## src/rtl/il1_refill_ctrl_pkg.sv

```systemverilog
// Shared types and defaults for the IL1 miss/refill controller.
package il1_refill_ctrl_pkg;

  localparam int          IL1_INST_LENGTH = 32;
  localparam int          IL1_PC_LENGTH   = 32;
  localparam int          IL1_ICACHE_WAY  = 4;
  localparam int          IL1_LINE_WORDS  = 8;
  localparam logic [31:0] IL1_NOP_INST    = 32'h0000_7033;

  typedef enum logic [2:0] {
    IDLE  = 3'd0,
    REQ   = 3'd1,
    FILL  = 3'd2,
    DRAIN = 3'd3,
    DONE  = 3'd4
  } il1_refill_state_e;

endpackage

```

## src/rtl/il1_refill_ctrl_line_buffer.sv

```systemverilog
// Line assembly buffer: one register per word plus a per-word valid bit.
// Reads are combinational and see a same-cycle write to the addressed word.
module il1_line_buffer #(
  parameter int INST_LENGTH = 32,
  parameter int LINE_WORDS  = 8,
  localparam int IW         = $clog2(LINE_WORDS)
) (
  input  logic                              clk,
  input  logic                              rst_n,
  input  logic                              clr,
  input  logic                              we,
  input  logic [IW-1:0]                     widx,
  input  logic [INST_LENGTH-1:0]            wdata,
  input  logic [IW-1:0]                     ridx,
  output logic [INST_LENGTH-1:0]            rdata,
  output logic                              rvalid,
  output logic [LINE_WORDS*INST_LENGTH-1:0] line_data,
  output logic [LINE_WORDS-1:0]             word_valid
);

  logic [LINE_WORDS-1:0][INST_LENGTH-1:0] mem_q, mem_d;
  logic [LINE_WORDS-1:0]                  vld_q, vld_d;

  // Next-state for word storage and valid bits.
  always_comb begin
    mem_d = mem_q;
    vld_d = vld_q;
    if (clr) vld_d = '0;
    if (we) begin
      mem_d[widx] = wdata;
      vld_d[widx] = 1'b1;
    end
  end

  // Word storage needs no reset; validity is tracked separately.
  always_ff @(posedge clk) begin
    mem_q <= mem_d;
  end

  // Valid bits are cleared on reset so nothing stale is served.
  always_ff @(posedge clk or negedge rst_n) begin
    if (!rst_n) vld_q <= '0;
    else        vld_q <= vld_d;
  end

  // Read port with bypass of the word being written this cycle.
  always_comb begin
    rdata  = mem_q[ridx];
    rvalid = vld_q[ridx];
    if (we && (widx == ridx)) begin
      rdata  = wdata;
      rvalid = 1'b1;
    end
  end

  assign line_data  = mem_q;
  assign word_valid = vld_q;

endmodule

```

## src/rtl/il1_refill_ctrl.sv

```systemverilog
// IL1 miss/refill controller: critical-word-first WRAP refill, early word
// serving from the line buffer, flush/abort and bus-error handling.
module il1_refill_ctrl
  import il1_refill_ctrl_pkg::*;
#(
  parameter int                     INST_LENGTH = IL1_INST_LENGTH,
  parameter int                     PC_LENGTH   = IL1_PC_LENGTH,
  parameter int                     ICACHE_WAY  = IL1_ICACHE_WAY,
  parameter int                     LINE_WORDS  = IL1_LINE_WORDS,
  parameter logic [INST_LENGTH-1:0] NOP_INST    = IL1_NOP_INST
) (
  input  logic                              cache_clk,
  input  logic                              rst_n,
  input  logic [PC_LENGTH-1:0]              pc,
  input  logic                              icache_hit,
  input  logic                              vc_hit,
  input  logic [INST_LENGTH-1:0]            IL1_inst,
  input  logic [INST_LENGTH-1:0]            VC_inst,
  input  logic [ICACHE_WAY-1:0]             replace_way_new,
  input  logic [ICACHE_WAY-1:0]             icache_way_valid,
  input  logic                              flush,
  input  logic                              refill_ack,
  input  logic                              refill_valid,
  input  logic [INST_LENGTH-1:0]            refill_data,
  input  logic                              refill_last,
  input  logic                              refill_error,
  output logic [INST_LENGTH-1:0]            inst_fetch,
  output logic                              ICC_halt,
  output logic                              refill_req,
  output logic [PC_LENGTH-1:0]              refill_addr,
  output logic                              line_we,
  output logic [ICACHE_WAY-1:0]             line_way,
  output logic [LINE_WORDS*INST_LENGTH-1:0] line_data,
  output logic                              update_vc,
  output logic                              fetch_fault
);

  localparam int            WB       = $clog2(LINE_WORDS);
  localparam logic [WB-1:0] CNT_ONE  = {{(WB-1){1'b0}}, 1'b1};
  localparam logic [WB-1:0] CNT_LAST = WB'(LINE_WORDS - 1);

  il1_refill_state_e     state_q, state_d;
  logic                  req_q, req_d;
  logic [PC_LENGTH-1:0]  addr_q, addr_d;
  logic [ICACHE_WAY-1:0] way_q, way_d;
  logic                  victim_q, victim_d;
  logic                  abort_q, abort_d;
  logic [WB-1:0]         cnt_q, cnt_d;

  logic                   miss, buf_hit, fault;
  logic                   buf_we, buf_clr, buf_rvalid;
  logic [WB-1:0]          pc_word, start_word, widx;
  logic [INST_LENGTH-1:0] buf_rdata;
  logic [LINE_WORDS-1:0]  word_valid;
  logic                   unused_pc_lsb;

  assign unused_pc_lsb = ^pc[1:0];

  assign miss       = !icache_hit && !vc_hit;
  assign pc_word    = pc[2+WB-1:2];
  // Latched refill address doubles as the latched line address and start word.
  assign start_word = addr_q[2+WB-1:2];
  // Wraps modulo LINE_WORDS through the WB-bit width.
  assign widx       = start_word + cnt_q;

  il1_line_buffer #(
    .INST_LENGTH (INST_LENGTH),
    .LINE_WORDS  (LINE_WORDS)
  ) u_line_buf (
    .clk        (cache_clk),
    .rst_n      (rst_n),
    .clr        (buf_clr),
    .we         (buf_we),
    .widx       (widx),
    .wdata      (refill_data),
    .ridx       (pc_word),
    .rdata      (buf_rdata),
    .rvalid     (buf_rvalid),
    .line_data  (line_data),
    .word_valid (word_valid)
  );

  // Next-state, request and buffer-control logic.
  always_comb begin
    state_d  = state_q;
    req_d    = req_q;
    addr_d   = addr_q;
    way_d    = way_q;
    victim_d = victim_q;
    abort_d  = abort_q;
    cnt_d    = cnt_q;
    buf_we   = 1'b0;
    buf_clr  = 1'b0;
    fault    = 1'b0;
    unique case (state_q)
      IDLE: begin
        if (miss && !flush) begin
          addr_d   = {pc[PC_LENGTH-1:2], 2'b00};
          way_d    = replace_way_new;
          victim_d = &icache_way_valid;
          abort_d  = 1'b0;
          cnt_d    = '0;
          buf_clr  = 1'b1;
          req_d    = 1'b1;
          state_d  = REQ;
        end
      end
      REQ: begin
        // The request is never withdrawn; a flush only marks the burst dead.
        if (flush) abort_d = 1'b1;
        if (refill_ack) begin
          req_d   = 1'b0;
          state_d = (abort_q || flush) ? DRAIN : FILL;
        end
      end
      FILL: begin
        if (flush) begin
          // A flush on the closing beat has nothing left to drain.
          if (refill_valid && (refill_last || refill_error)) state_d = IDLE;
          else                                               state_d = DRAIN;
        end else if (refill_valid) begin
          if (refill_error) begin
            fault   = 1'b1;
            state_d = IDLE;
          end else begin
            buf_we = 1'b1;
            cnt_d  = cnt_q + CNT_ONE;
            if (refill_last) begin
              if (cnt_q == CNT_LAST) begin
                state_d = DONE;
              end else begin
                fault   = 1'b1;
                state_d = IDLE;
              end
            end
          end
        end
      end
      DRAIN: begin
        if (refill_valid && (refill_last || refill_error)) state_d = IDLE;
      end
      DONE: begin
        state_d = IDLE;
      end
      default: begin
        state_d = IDLE;
        req_d   = 1'b0;
      end
    endcase
  end

  // Controller state registers.
  always_ff @(posedge cache_clk or negedge rst_n) begin
    if (!rst_n) begin
      state_q  <= IDLE;
      req_q    <= 1'b0;
      addr_q   <= '0;
      way_q    <= '0;
      victim_q <= 1'b0;
      abort_q  <= 1'b0;
      cnt_q    <= '0;
    end else begin
      state_q  <= state_d;
      req_q    <= req_d;
      addr_q   <= addr_d;
      way_q    <= way_d;
      victim_q <= victim_d;
      abort_q  <= abort_d;
      cnt_q    <= cnt_d;
    end
  end

  // Fetch-side selection: the refill buffer wins over the arrays.
  always_comb begin
    buf_hit = ((state_q == FILL) || (state_q == DONE)) &&
              (pc[PC_LENGTH-1:2+WB] == addr_q[PC_LENGTH-1:2+WB]) && buf_rvalid;
    if (buf_hit)         inst_fetch = buf_rdata;
    else if (icache_hit) inst_fetch = IL1_inst;
    else if (vc_hit)     inst_fetch = VC_inst;
    else                 inst_fetch = NOP_INST;
  end

  assign ICC_halt    = miss && !buf_hit;
  assign refill_req  = req_q;
  assign refill_addr = addr_q;
  assign line_we     = (state_q == DONE);
  assign line_way    = line_we ? way_q : '0;
  assign update_vc   = line_we && victim_q;
  assign fetch_fault = fault;

endmodule

```

## config.mk

```make
export PLATFORM = sky130hd
export DESIGN_NAME = il1_refill_ctrl
export DESIGN_NICKNAME = d
export VERILOG_FILES = /design/src/rtl/il1_refill_ctrl_pkg.sv /design/src/rtl/il1_refill_ctrl_line_buffer.sv /design/src/rtl/il1_refill_ctrl.sv
export SDC_FILE = /design/constraint.sdc
export NUM_CORES = 1
export LEC_CHECK = 0
export CORE_ASPECT_RATIO = 1.2
export CORE_MARGIN = 10
export CORE_UTILIZATION = 30
export DETAILED_ROUTE_END_ITERATION = 10
export GPL_ROUTABILITY_DRIVEN = 0
export SYNTH_ARGS = -nofsm -noshare
export SYNTH_HDL_FRONTEND = slang
export SYNTH_HIERARCHICAL = 1
export SYNTH_SLANG_ARGS = --single-unit
```

## constraint.sdc

```tcl
create_clock -name cache_clk -period 10.7 [get_ports cache_clk]
set_input_delay 2.14 -clock cache_clk [delete_from_list [all_inputs] [get_ports cache_clk]]
set_output_delay 2.14 -clock cache_clk [all_outputs]
set_load 0.03 [all_outputs]
```

**Yosys cells after proc, flatten, opt, wreduce, memory -nomap -nowiden**

Index checks and enable logic that the tools add are counted.

- $add $sub $neg: 2
- $lt $le $gt $ge: 3
- Equality and inequality tests: 16
- Multiplexer cells: 51
- Bitwise operators: 2
- Reductions and logical operators: 26

Operators by type and width:

| operator | number |
|---|---|
| bitwise mux 256 bit | 1 |
| 2-to-1 mux 32 bit | 6 |
| binary-select mux 32 bit (select 3 bit) | 1 |
| demux 32 bit (select 3 bit) | 1 |
| 2-to-1 mux 3 bit | 12 |
| equality test 27 bit | 1 |
| 2-to-1 mux 1 bit | 20 |
| 2-to-1 mux 8 bit | 2 |
| != test 2 bit (second input constant) | 7 |
| one-hot mux 3 bit (4 select lines) | 1 |
| AND reduction 5 bit | 2 |
| logical AND 1 bit | 9 |
| < comparator 3 x 4 -> 1 bit (second input constant) | 2 |
| OR 8 bit | 1 |
| equality test 3 x 2 -> 1 bit (second input constant) | 2 |
| equality test 3 bit (second input constant) | 2 |
| one-hot mux 3 bit (2 select lines) | 1 |
| AND reduction 3 bit | 2 |
| zero test 1 bit | 4 |
| 2-to-1 mux 4 bit | 1 |
| != test 4 bit (second input constant) | 1 |
| AND reduction 4 bit | 1 |
| nonzero test 2 bit | 2 |
| adder 3 x 1 -> 3 bit (second input constant) | 1 |
| 15 further kinds | 17 |

- Flip-flop bits (word level): 307
- Input bits: 145
- Output and inout bits: 329
- Word-level logic and storage cells: 116

**Depth between registers and ports, before layout**

Gate-level depths: netlist of the first run.

- Depth after elaboration: 9
- Depth in mapped cells: 14
- Depth with buffers taken out: 12

**Hierarchy**

The synthesis of the first run kept the hierarchy.

By module, submodules not included:

| module | instances | cells each | area an instance (um^2) | sequential area each (um^2) |
|---|---|---|---|---|
| il1_line_buffer | 1 | 444 | 10587.7 | 7887.6 |
| il1_refill_ctrl | 1 | 281 | 3126.7 | 1076.0 |

**Worst setup path before layout of the first run**

OpenSTA, ideal clock, no wires.

- Path type: input-to-output
- From: input pc[2]
- To: output inst_fetch[0]
- Arrival time: 4257 ps
- Required time: 8560 ps
- Path slack: 4303 ps
- Cell stages on the path: 11
- Path buffers: 4
- Cell sequence: buf_6 > buf_2 > xnor2_1 > nand4_2 > buf_4 > nand2_1 > nand4_1 > nor4_2 > nand2_2 > buf_6 > mux2_4

- Cells in the longest elaborated chain, start to end: 5
- Elaborated cells on any way between the ends: 10
- Classes of those cells: eq/ne (1); mux (7); reduce/logical (2)

Ends and longest elaborated chain:

| element | line | RTL |
|---|---|---|
| start: declaration | il1_refill_ctrl.sv:14 | `input logic [PC_LENGTH-1:0] pc,` |
| binary-select mux 1 bit (select 3 bit) / equality test 3 bit (equally long branches) | il1_refill_ctrl_line_buffer.sv:49, il1_refill_ctrl_line_buffer.sv:50 |  |
| 2-to-1 mux 1 bit (not written as such) / logical AND 1 bit (equally long branches) | il1_refill_ctrl_line_buffer.sv:49, il1_refill_ctrl_line_buffer.sv:50 |  |
| 2-to-1 mux 1 bit * | il1_refill_ctrl_line_buffer.sv:50 | `if (we && (widx == ridx)) begin` |
| named net buf_rvalid | il1_refill_ctrl.sv:51 | `logic buf_we, buf_clr, buf_rvalid;` |
| logical AND 1 bit * | il1_refill_ctrl.sv:176 | `(pc[PC_LENGTH-1:2+WB] == addr_q[PC_LENGTH-1:2+WB]) && buf_rvalid;` |
| 2-to-1 mux 32 bit * | il1_refill_ctrl.sv:177 | `if (buf_hit) inst_fetch = buf_rdata;` |
| end: declaration | il1_refill_ctrl.sv:27 | `output logic [INST_LENGTH-1:0] inst_fetch,` |

The timed path passes the listed nets; every way through them passes the cells marked *. The select of a mux whose other input is x is not followed.

**Worst setup path in the final report of the first run**

- From: input flush
- To: output inst_fetch[23]

- Cells in the longest elaborated chain, start to end: 6
- Elaborated cells on any way between the ends: 7
- Classes of those cells: mux (5); reduce/logical (2)

Ends and longest elaborated chain:

| element | line | RTL |
|---|---|---|
| start: declaration | il1_refill_ctrl.sv:21 | `input logic flush,` |
| 2-to-1 mux 1 bit | il1_refill_ctrl.sv:117 | `if (flush) begin` |
| 2-to-1 mux 1 bit | il1_refill_ctrl.sv:95 | `unique case (state_q)` |
| named net buf_we | il1_refill_ctrl.sv:51 |  |
| logical AND 1 bit | il1_refill_ctrl_line_buffer.sv:50 |  |
| 2-to-1 mux 1 bit | il1_refill_ctrl_line_buffer.sv:50 |  |
| named net buf_rvalid | il1_refill_ctrl.sv:51 |  |
| logical AND 1 bit | il1_refill_ctrl.sv:176 |  |
| 2-to-1 mux 32 bit | il1_refill_ctrl.sv:177 |  |

The timed path passes the listed nets, and every way through them passes these cells.

==> summary.log, run 1 <==
[routing] first-iteration detailed-routing DRC count 446
[floorplanning] Std-Cell Core Area 0.04509 mm²
[sta] Setup-failing EPs final 0
[setup_path] R2R setup slack 7.29 ns
[floorplanning] I/O pins 474
[clock_network] maximum clock insertion buffer count 3
[setup_path] depth of the most critical reg-to-reg path 5
[sta] maximum clock frequency 0.1225 GHz
[sta] Min Hold Slack 0.4768 ns
[clock_network] post-CTS setup buffer count 0
[sta] number of hold-slack violations in the final timing report 0
[global_routing] global-route wire length before repair 69990 µm
[sta] shortest period the worst path allows 8.162 ns
[logic_synthesis] count of cell types in the netlist 50
[floorplanning] die boundary width 215.2 µm
[cells_and_area] Post-layout nets 1357
[cells_and_area] most common cell after layout, fill and taps aside sky130_fd_sc_hd__clkdlybuf4s50_1
[floorplanning] area of the die 0.05470 mm²
[sta] Max Slew Vio Count 0
[global_routing] GRT overflow 0
[logic_synthesis] FFs w/ async S/R, synth 0.1661
[clock_network] H-tree depth reported by CTS 2
[routing] number of nets still failing antenna checks after routing 0
[logic_synthesis] cell count after synthesis 725
[clock_network] clock insertion delay at the later pin of the skew report 0.51 ns
[sta] RSZ-0062 raised after global routing false
[power_and_ir_drop] Tot Pwr 0.003376 W
[setup_path] WS Path Type in2out
[power_and_ir_drop] PwrDens 168.3 mW/mm²
[logic_synthesis] synthesized area per cell 18.92 µm²
[setup_path] element type at the critical path end output pin
[floorplanning] initial core utilization 0.3041
[logic_synthesis] synthesis warning total 6
[sta] summed negative setup slack over all endpoints 0 ns
[logic_synthesis] part of the Yosys area used for sequential elements 0.6536
[placement] port bufs 469
[cells_and_area] fill cell instance count of the final layout 4067
[routing] Residual DRC 0
[clock_network] Post-CTS Hold Fix Bufs 0
[cells_and_area] final antenna diode count 0
[clock_network] sinks on the clock net 307
[routing] post-detailed-route wirelength per cell 26.75 µm
[flow_run] Maximum Capacitance Violations 0
[routing] mean number of vias per cell 4.805
[cells_and_area] fraction of final layout cells with drive strength greater than 1 0.2071
[logic_synthesis] Seq cells post-synth 307
[routing] drt first pass iters 4
[sta] final period utilization 0.7628
[power_and_ir_drop] largest voltage drop on the vdd net 131.1 µV
[setup_path] launch point of the critical path flush
[run_status] status complete, no violations
[sta] Final Skew 0.01479 ns
[global_routing] antenna violations before repair 0
[min_path] Hold Path Class reg2reg
[clock_network] total CTS buffers 34
[clock_network] CTS tree built
[global_routing] Global Route Usage Sum 0.1730
[routing] via count of the routed design 8841
[logic_synthesis] most frequently used flop master after synthesis sky130_fd_sc_hd__edfxtp_1
[floorplanning] number of placement rows 85
[sta] transition time of the tightest slew-check pin 1.027 ns
[placement] post-detailed-placement half-perimeter wirelength 34800 µm
[setup_path] CP Max Fanout 17
[routing] Routed Wire Length 49230 µm
[global_routing] number of global-route vias before repair 9754
[sta] relative slew slack 0.3140
[setup_path] data required time of the critical path 8.56 ns
[setup_path] endpoint of the worst-slack reg-to-reg timing path u_line_buf/line_data[210]
[clock_network] post-CTS sizing 0
[setup_path] arrival time of data at the critical path endpoint 6.02 ns
[logic_synthesis] Post-synth EDFFs 256
[power_and_ir_drop] static leakage 7.210 nW
[clock_network] CTS root buf sky130_fd_sc_hd__clkbuf_16
[setup_path] worst setup path endpoint inst_fetch[23]
[clock_network] CTS clk-pin slew, worst paths 0.05 ns
[setup_path] Critical Path Start Type primary input
[cells_and_area] area delta synth->final 46.29%
[cells_and_area] leading cell types in the layout, fill and taps excluded 464 x sky130_fd_sc_hd__clkdlybuf4s50_1, 256 x sky130_fd_sc_hd__edfxtp_1, 60 x sky130_fd_sc_hd__mux2_4, 57 x sky130_fd_sc_hd__mux4_2, 55 x sky130_fd_sc_hd__mux2_2
[floorplanning] y dimension of the die 254.2 µm
[global_routing] maximum number of pins on one net before global-route repair 52
[logic_synthesis] synthesized cell area 0.01371 mm²
[setup_path] startpoint of the lowest-slack register-to-register path state_q[1]
[routing by layer]
layer	global-route usage	up-vias	wire length [µm]
met1	0.1965	4531	18830
met5	0	-	0
met3	0.05689	62	4117
met4	0.04511	0	1038
li1	-	3842	-
met2	0.3073	406	25250
[synth_stat cells (all sizes together), types with 2 or more instances]
cell type / count / area [µm²]
edfxtp: 256 / 7687
mux2: 130 / 1689
mux4: 66 / 1520
dfrtp: 51 / 1276
xnor2: 31 / 271.5
buf: 26 / 246.5
nor2: 26 / 100.1
a22o: 25 / 219.0
nand2: 16 / 62.56
clkbuf: 14 / 52.55
inv: 13 / 48.79
a21oi: 10 / 50.05
nand4: 9 / 62.56
a21o: 8 / 60.06
o21ai: 7 / 35.03
nand2b: 6 / 37.54
and2: 5 / 31.28
ha: 3 / 37.54
nor4: 3 / 40.04
nor2b: 2 / 12.51
nor3: 2 / 10.01
nor3b: 2 / 31.28
or3: 2 / 12.51
[through the flow]
step	cells	area [µm²]	utilization	setup WS, ns
after floorplan	726	13720	-	4.303
after global placement	1781	19050	0.4226	2.517
after detailed placement	1781	19050	0.4226	2.471
after CTS	1840	20060	0.4449	2.456
after global routing	1840	20060	0.4449	2.295
final	1840	20060	0.4449	2.538
[worst min-delay path by stage]
stage / startpoint / depth (start not counted) / end
2_1_floorplan: victim_q / 2 / victim_q
3_3_place_gp: u_line_buf/word_valid[6] / 1 / u_line_buf/word_valid[6]
3_5_place_dp: u_line_buf/word_valid[1] / 1 / u_line_buf/word_valid[1]
4_1_cts: u_line_buf/word_valid[1] / 1 / u_line_buf/word_valid[1]
5_1_grt: way_q[3] / 1 / way_q[3]
6_report: u_line_buf/word_valid[1] / 1 / u_line_buf/word_valid[1]
[report_power, final]
group,switching [W],total (W),internal (W)
combinational,0.000428,0.000810,0.000382
sequential,0.0000833,0.00149,0.00140
clock,0.000459,0.00108,0.000622
total,0.000971,0.00338,0.00241
[cell families (layout without fill, tap and decap cells)]
logic type | Yosys count | count (layout) | synth area share
AOI/OAI and AO/OA | 54 | 54 | 0.02865
xor gates and xnor gates | 32 | 32 | 0.02044
adders and majority gates | 4 | 4 | 0.004197
buffers and inverters | 53 | 558 | 0.02536
DFF | 307 | 307 | 0.6536
muxes | 197 | 197 | 0.2347
other | 1 | 2 | 0.0002734
and+or+nand+nor | 77 | 77 | 0.03275
[final cells by class]
type	instances	area (µm²)	share of cell area
clock buffer	43	905.9	0.04515
clock inverter	16	102.6	0.005114
inverter	13	48.80	0.002432
multi-input combinational	366	4478	0.2232
sequential	307	8964	0.4468
tap	609	762.0	0.03798
timing repair buffer	486	4802	0.2394
[flip-flops by register name (all words and copies together) (netlist names)]
name                   cells
u_line_buf/line_data     256
cnt_q                      3
state_q                    3
way_q                      4
refill_addr               30
u_line_buf/word_valid      8
abort_q                    1
victim_q                   1
refill_req                 1
[worst max-delay path, cell delays in order]
cell and delay [ns]:
sky130_fd_sc_hd__clkdlybuf4s50_1 0.58, sky130_fd_sc_hd__nor4b_4 0.58, sky130_fd_sc_hd__nand4_4 0.13, sky130_fd_sc_hd__nand2_1 0.10, sky130_fd_sc_hd__nand4_1 0.13, sky130_fd_sc_hd__nor4_2 0.42, sky130_fd_sc_hd__nand2_2 0.52, sky130_fd_sc_hd__buf_4 0.46
sky130_fd_sc_hd__mux2_4 0.34, sky130_fd_sc_hd__clkdlybuf4s50_1 0.61
Note: power is estimated with default switching activity, not from simulation.
==> run 2: changes to the inputs <==
Clock period 10.7 ns to 7.15 ns, I/O delays scaled along.
==> summary.log, run 2 (synthesized netlist as in run 1, its figures left out) <==
[global_routing] GRT overflow 0 [unchanged]
[clock_network] maximum clock insertion buffer count 3 [unchanged]
[flow_run] Maximum Capacitance Violations 0 [unchanged]
[min_path] hold path depth 1 [unchanged]
[routing] first-iteration detailed-routing DRC count 354 [was 446]
[floorplanning] I/O pins 474 [unchanged]
[power_and_ir_drop] largest voltage drop on the vdd net 231.3 µV [was 131.1 µV]
[placement] port bufs 469 [unchanged]
[power_and_ir_drop] PwrDens 261.9 mW/mm² [was 168.3 mW/mm²]
[sta] RSZ-0062 raised after global routing false [unchanged]
[cells_and_area] leading cell types in the layout, fill and taps excluded 453 x sky130_fd_sc_hd__clkdlybuf4s50_1, 256 x sky130_fd_sc_hd__edfxtp_1, 60 x sky130_fd_sc_hd__mux2_4, 57 x sky130_fd_sc_hd__mux4_2, 55 x sky130_fd_sc_hd__mux2_2 [was 464 x sky130_fd_sc_hd__clkdlybuf4s50_1, 256 x sky130_fd_sc_hd__edfxtp_1, 60 x sky130_fd_sc_hd__mux2_4, 57 x sky130_fd_sc_hd__mux4_2, 55 x sky130_fd_sc_hd__mux2_2]
[global_routing] antenna violations before repair 1 [was 0]
[setup_path] arrival time of data at the critical path endpoint 4.66 ns [was 6.02 ns]
[floorplanning] number of placement rows 85 [unchanged]
[sta] relative slew slack 0.2805 [was 0.3140]
[floorplanning] area of the die 0.05470 mm² [unchanged]
[setup_path] data required time of the critical path 5.72 ns [was 8.56 ns]
[clock_network] CTS root buf sky130_fd_sc_hd__clkbuf_16 [unchanged]
[placement] number of placed cells counting well taps 1784 [was 1781]
[routing] Met3 Wirelength 3851 µm [was 4117 µm]
[clock_network] post-CTS sizing 0 [unchanged]
[cells_and_area] final cell count without fillers 1849 [was 1840]
[routing] Routed Wire Length 49500 µm [was 49230 µm]
[sta] post-route setup slack 1.062 ns [was 2.538 ns]
[floorplanning] Std-Cell Core Area 0.04509 mm² [unchanged]
[sta] Setup-failing EPs final 0 [unchanged]
[routing] Met1 Wirelength 19240 µm [was 18830 µm]
[sta] shortest period the worst path allows 6.088 ns
[setup_path] element type at the critical path end output pin [unchanged]
[cells_and_area] Post-layout nets 1361 [was 1357]
[routing] post-detailed-route wirelength per cell 26.77 µm [was 26.75 µm]
[cells_and_area] area delta synth->final 47.99% [was 46.29%]
[floorplanning] die boundary width 215.2 µm [unchanged]
[routing] mean number of vias per cell 4.784 [was 4.805]
[routing] Top Layer Used met4 [unchanged]
[cells_and_area] fraction of final layout cells with drive strength greater than 1 0.2229 [was 0.2071]
[clock_network] total CTS buffers 35 [was 34]
[global_routing] number of global-route vias before repair 9736 [was 9754]
[sta] summed negative setup slack over all endpoints 0 ns [unchanged]
[setup_path] CP Max Fanout 17 [unchanged]
[global_routing] maximum number of pins on one net before global-route repair 52 [unchanged]
[sta] final period utilization 0.8515
[min_path] Hold Path Class reg2reg [unchanged]
[clock_network] post-CTS setup buffer count 0 [unchanged]
[sta] transition time of the tightest slew-check pin 1.077 ns [was 1.027 ns]
[routing] drt first pass iters 4 [unchanged]
[routing] number of nets still failing antenna checks after routing 0 [unchanged]
[clock_network] sinks on the clock net 307 [unchanged]
[setup_path] WS Path Type in2out [unchanged]
[routing] via count of the routed design 8846 [was 8841]
[clock_network] clock insertion delay at the later pin of the skew report 0.52 ns [was 0.51 ns]
[clock_network] H-tree depth reported by CTS 2 [unchanged]
[floorplanning] y dimension of the die 254.2 µm [unchanged]
[sta] Final Skew 0.01128 ns [was 0.01479 ns]
[sta] maximum clock frequency 0.1642 GHz
[power_and_ir_drop] static leakage 7.334 nW [was 7.210 nW]
[sta] number of hold-slack violations in the final timing report 0 [unchanged]
[cells_and_area] Largest register FFs 256 [unchanged]
[setup_path] depth of the most critical reg-to-reg path 5 [unchanged]
[routing] Residual DRC 0 [unchanged]
[placement] post-detailed-placement half-perimeter wirelength 35550 µm [was 34800 µm]
[clock_network] CTS clk-pin slew, worst paths 0.06 ns [was 0.05 ns]
[global_routing] Global Route Usage Sum 0.1745 [was 0.1730]
[placement] Place WS 0.9962 ns [was 2.471 ns]
[setup_path] Critical Path Start Type primary input [unchanged]
[clock_network] CTS tree built [unchanged]
[floorplanning] initial core utilization 0.3041 [unchanged]
[clock_network] Post-CTS Hold Fix Bufs 0 [unchanged]
[routing] met2 wire length 25420 µm [was 25250 µm]
[cells_and_area] most common cell after layout, fill and taps aside sky130_fd_sc_hd__clkdlybuf4s50_1 [unchanged]
[sta] Max Slew Vio Count 0 [unchanged]
[run_status] status complete, no violations [unchanged]
[global_routing] global-route wire length before repair 70390 µm [was 69990 µm]
run 2: power breakdown:
group	total, W	internal (W)	switching (W)
clock network	0.00188	0.00118	0.000705
registers	0.00222	0.00210	0.000126
logic	0.00121	0.000571	0.000639
total	0.00531	0.00384	0.00147
run 2: final cells by class:
class                           count  area, µm²
Clock inverter                     15      240.2
Multi-Input combinational cell    366       4478
Clock buffer                       48      975.9
Timing Repair Buffer              489       4822
Tap cell                          609      762.0
Sequential cell                   307       8964
Inverter                           13      48.80
Fill cell                        4037      24800
Antenna cell                        2      5.005
run 2: metal layers:
layer | vias up | track usage
li1 | 3875 | -
met1 | 4571 | 0.2007
met2 | 348 | 0.3077
met3 | 52 | 0.05618
met4 | 0 | 0.04591
met5 | - | 0
run 2: path summary, 6_finish.rpt:
kind | start | to | slack (ns)
worst max-delay path | flush | inst_fetch[18] | 1.06
min in group asynchronous | rst_n | refill_addr[17] | 1.03
worst min-delay path | way_q[1] | way_q[1] | 0.48
max in group asynchronous | rst_n | refill_addr[24] | 5.67
worst min register to register | way_q[1] | way_q[1] | 0.48
worst max register to register | state_q[1] | u_line_buf/line_data[70] | 3.64
run 2: metrics by stage:
| step | area, µm² | hold slack, ns | power (W) | utilization |
|---|---|---|---|---|
| floorplan | 13720 | 0.4418 | 0.002968 | - |
| global placement | 19070 | 0.4555 | 0.003471 | 0.4230 |
| detailed placement | 19070 | 0.4684 | 0.003486 | 0.4230 |
| CTS | 20290 | 0.4837 | 0.005389 | 0.4500 |
| global route | 20290 | 0.4868 | 0.005559 | 0.4500 |
| finish | 20300 | 0.4756 | 0.005315 | 0.4501 |
run 2: worst max-delay path: stages:
cell and delay, ns:
sky130_fd_sc_hd__clkdlybuf4s50_1 0.55, sky130_fd_sc_hd__nor4b_4 0.55, sky130_fd_sc_hd__nand4_4 0.13, sky130_fd_sc_hd__nand2_1 0.10, sky130_fd_sc_hd__nand4_1 0.12, sky130_fd_sc_hd__nor4_2 0.39
sky130_fd_sc_hd__nand2_2 0.11, sky130_fd_sc_hd__buf_4 0.25, sky130_fd_sc_hd__mux2_4 0.35, sky130_fd_sc_hd__clkdlybuf4s50_1 0.61
==> run 3: changes to the inputs <==
Settings changed: SLEW_MARGIN set to 25.
==> summary.log, run 3 (synthesized netlist as in run 1, its figures left out) <==
[clock_network] maximum clock insertion buffer count 3 [unchanged]
[min_path] Worst Hold End way_q[1] [unchanged]
[power_and_ir_drop] PwrDens 252.9 mW/mm² [was 261.9 mW/mm²]
[floorplanning] number of placement rows 85 [unchanged]
[clock_network] H-tree depth reported by CTS 2 [unchanged]
[global_routing] Global Route Usage Sum 0.1748 [was 0.1745]
[clock_network] CTS root buf sky130_fd_sc_hd__clkbuf_16 [unchanged]
[min_path] min-delay src way_q[1] [unchanged]
[cells_and_area] Largest register FFs 256 [unchanged]
[global_routing] global-route wire length before repair 70590 µm [was 70390 µm]
[sta] summed negative setup slack over all endpoints 0 ns [unchanged]
[setup_path] startpoint of the lowest-slack register-to-register path state_q[1] [unchanged]
[floorplanning] initial core utilization 0.3041 [unchanged]
[cells_and_area] Final Util 0.4470 [was 0.4501]
[setup_path] Critical Path Start Type primary input [unchanged]
[sta] Max Slew Vio Count 0 [unchanged]
[sta] final period utilization 0.8486 [was 0.8515]
[clock_network] sinks on the clock net 307 [unchanged]
[routing] first-iteration detailed-routing DRC count 406 [was 354]
[min_path] Hold Path Class reg2reg [unchanged]
[routing] Residual DRC 0 [unchanged]
[setup_path] R2R setup slack 3.76 ns [was 3.64 ns]
[routing] drt first pass iters 4 [unchanged]
[cells_and_area] leading cell types in the layout, fill and taps excluded 453 x sky130_fd_sc_hd__clkdlybuf4s50_1, 256 x sky130_fd_sc_hd__edfxtp_1, 60 x sky130_fd_sc_hd__mux2_4, 57 x sky130_fd_sc_hd__mux4_2, 55 x sky130_fd_sc_hd__mux2_2 [unchanged]
[power_and_ir_drop] largest voltage drop on the vdd net 231.4 µV [was 231.3 µV]
[power_and_ir_drop] static leakage 7.274 nW [was 7.334 nW]
[sta] shortest period the worst path allows 6.067 ns [was 6.088 ns]
[placement] port bufs 469 [unchanged]
[global_routing] met1 track demand over resource in global routing 0.2036 [was 0.2007]
[sta] number of hold-slack violations in the final timing report 0 [unchanged]
[floorplanning] I/O pins 474 [unchanged]
[routing] post-detailed-route wirelength per cell 26.71 µm [was 26.77 µm]
[sta] Final Skew 0.02209 ns [was 0.01128 ns]
[setup_path] data required time of the critical path 5.72 ns [about the same]
[global_routing] Top Usage Layer GRT met2 [unchanged]
[clock_network] CTS tree built [unchanged]
[setup_path] endpoint of the worst-slack reg-to-reg timing path u_line_buf/line_data[255] [was u_line_buf/line_data[70]]
[setup_path] element type at the critical path end output pin [unchanged]
[floorplanning] area of the die 0.05470 mm² [unchanged]
[setup_path] arrival time of data at the critical path endpoint 4.64 ns [was 4.66 ns]
[global_routing] met3 track demand over resource 0.05535 [was 0.05618]
[global_routing] GRT overflow 0 [unchanged]
[floorplanning] die boundary width 215.2 µm [unchanged]
[routing] Routed Wire Length 49360 µm [was 49500 µm]
[global_routing] number of global-route vias before repair 9764 [was 9736]
[setup_path] WS Path Type in2out [unchanged]
[floorplanning] y dimension of the die 254.2 µm [unchanged]
[setup_path] depth of the most critical reg-to-reg path 5 [unchanged]
[clock_network] Post-CTS Hold Fix Bufs 0 [unchanged]
[floorplanning] Std-Cell Core Area 0.04509 mm² [unchanged]
[clock_network] total CTS buffers 35 [unchanged]
[setup_path] CP Max Fanout 17 [unchanged]
[cells_and_area] fraction of final layout cells with drive strength greater than 1 0.2193 [was 0.2229]
[clock_network] CTS clk-pin slew, worst paths 0.05 ns [was 0.06 ns]
[routing] via count of the routed design 8763 [was 8846]
[routing] mean number of vias per cell 4.742 [was 4.784]
[cells_and_area] Post-layout nets 1362 [was 1361]
[sta] RSZ-0062 raised after global routing false [unchanged]
[sta] transition time of the tightest slew-check pin 0.8318 ns [was 1.077 ns]
[clock_network] post-CTS sizing 0 [unchanged]
[sta] maximum clock frequency 0.1648 GHz [was 0.1642 GHz]
[placement] post-detailed-placement half-perimeter wirelength 35710 µm [was 35550 µm]
[global_routing] GR met2 Demand/Resource 0.3075 [was 0.3077]
[clock_network] post-CTS setup buffer count 0 [unchanged]
[clock_network] clock insertion delay at the later pin of the skew report 0.51 ns [was 0.52 ns]
[global_routing] antenna violations before repair 2 [was 1]
[min_path] hold path depth 1 [unchanged]
[global_routing] maximum number of pins on one net before global-route repair 52 [unchanged]
[run_status] status complete, no violations [unchanged]
[sta] relative slew slack 0.4455 [was 0.2805]
[sta] Setup-failing EPs final 0 [unchanged]
[routing] number of nets still failing antenna checks after routing 0 [unchanged]
[flow_run] Maximum Capacitance Violations 0 [unchanged]
[cells_and_area] most common cell after layout, fill and taps aside sky130_fd_sc_hd__clkdlybuf4s50_1 [unchanged]
[cells_and_area] fill cell instance count of the final layout 4073 [was 4037]
[cells_and_area] area delta synth->final 46.98% [was 47.99%]
==> run 3: where the power goes <==
group	total [W]	switching, W	leakage (nW)	internal (W)
clock	0.00166	0.000680	0.512	0.000983
sequential	0.00222	0.000124	2.94	0.00210
combinational	0.00121	0.000641	3.82	0.000572
==> run 3: final cells by class <==
| cell class | instances | area (µm²) | share of cell area |
|---|---|---|---|
| Clock inverter | 13 | 116.4 | 0.005773 |
| Multi-Input combinational cell | 366 | 4478 | 0.2222 |
| Antenna cell | 3 | 7.507 | 0.0003724 |
| Inverter | 13 | 48.80 | 0.002421 |
| Tap cell | 609 | 762.0 | 0.03780 |
| Timing Repair Buffer | 490 | 4850 | 0.2406 |
| Sequential cell | 307 | 8964 | 0.4447 |
| Clock buffer | 47 | 930.9 | 0.04618 |
==> run 3: worst max-delay path, cell delays in order <==
cell                              delay (ns)
sky130_fd_sc_hd__clkdlybuf4s50_1        0.56
sky130_fd_sc_hd__nor4b_4                0.55
sky130_fd_sc_hd__nand4_4                0.12
sky130_fd_sc_hd__nand2_1                0.10
sky130_fd_sc_hd__nand4_1                0.12
sky130_fd_sc_hd__nor4_2                 0.40
sky130_fd_sc_hd__nand2_2                0.10
sky130_fd_sc_hd__buf_4                  0.25
sky130_fd_sc_hd__mux2_4                 0.35
sky130_fd_sc_hd__clkdlybuf4s50_1        0.61
==> run 3: worst max path at each step <==
stage	start	end	slack [ns]	depth (start not counted)
2_1_floorplan	pc[2]	inst_fetch[0]	2.17	11
3_3_place_gp	flush	inst_fetch[18]	1.04	10
3_5_place_dp	flush	inst_fetch[18]	1.03	10
4_1_cts	flush	inst_fetch[18]	1.03	10
5_1_grt	flush	inst_fetch[18]	0.85	10
6_report	flush	inst_fetch[18]	1.08	10
==> run 3: routing by layer <==
| layer | vias to the layer above | wire length (µm) |
|---|---|---|
| met4 | 0 | 883 |
| li1 | 3867 | - |
| met1 | 4476 | 18990 |
| met3 | 46 | 4179 |
| met5 | - | 0 |
| met2 | 374 | 25310 |
==> run 3: stage by stage <==
step / worst slack, ns / cells / total power [W] / hold slack [ns] / area [µm²]
after detailed placement: 1.031 / 1785 / 0.003486 / 0.4704 / 19100
final: 1.083 / 1848 / 0.005099 / 0.4772 / 20160
after global placement: 1.043 / 1784 / 0.003471 / 0.4555 / 19070
after global routing: 0.8469 / 1846 / 0.005335 / 0.4932 / 20150
after floorplan: 2.173 / 726 / 0.002968 / 0.4418 / 13720
after CTS: 1.034 / 1845 / 0.005177 / 0.4821 / 20150
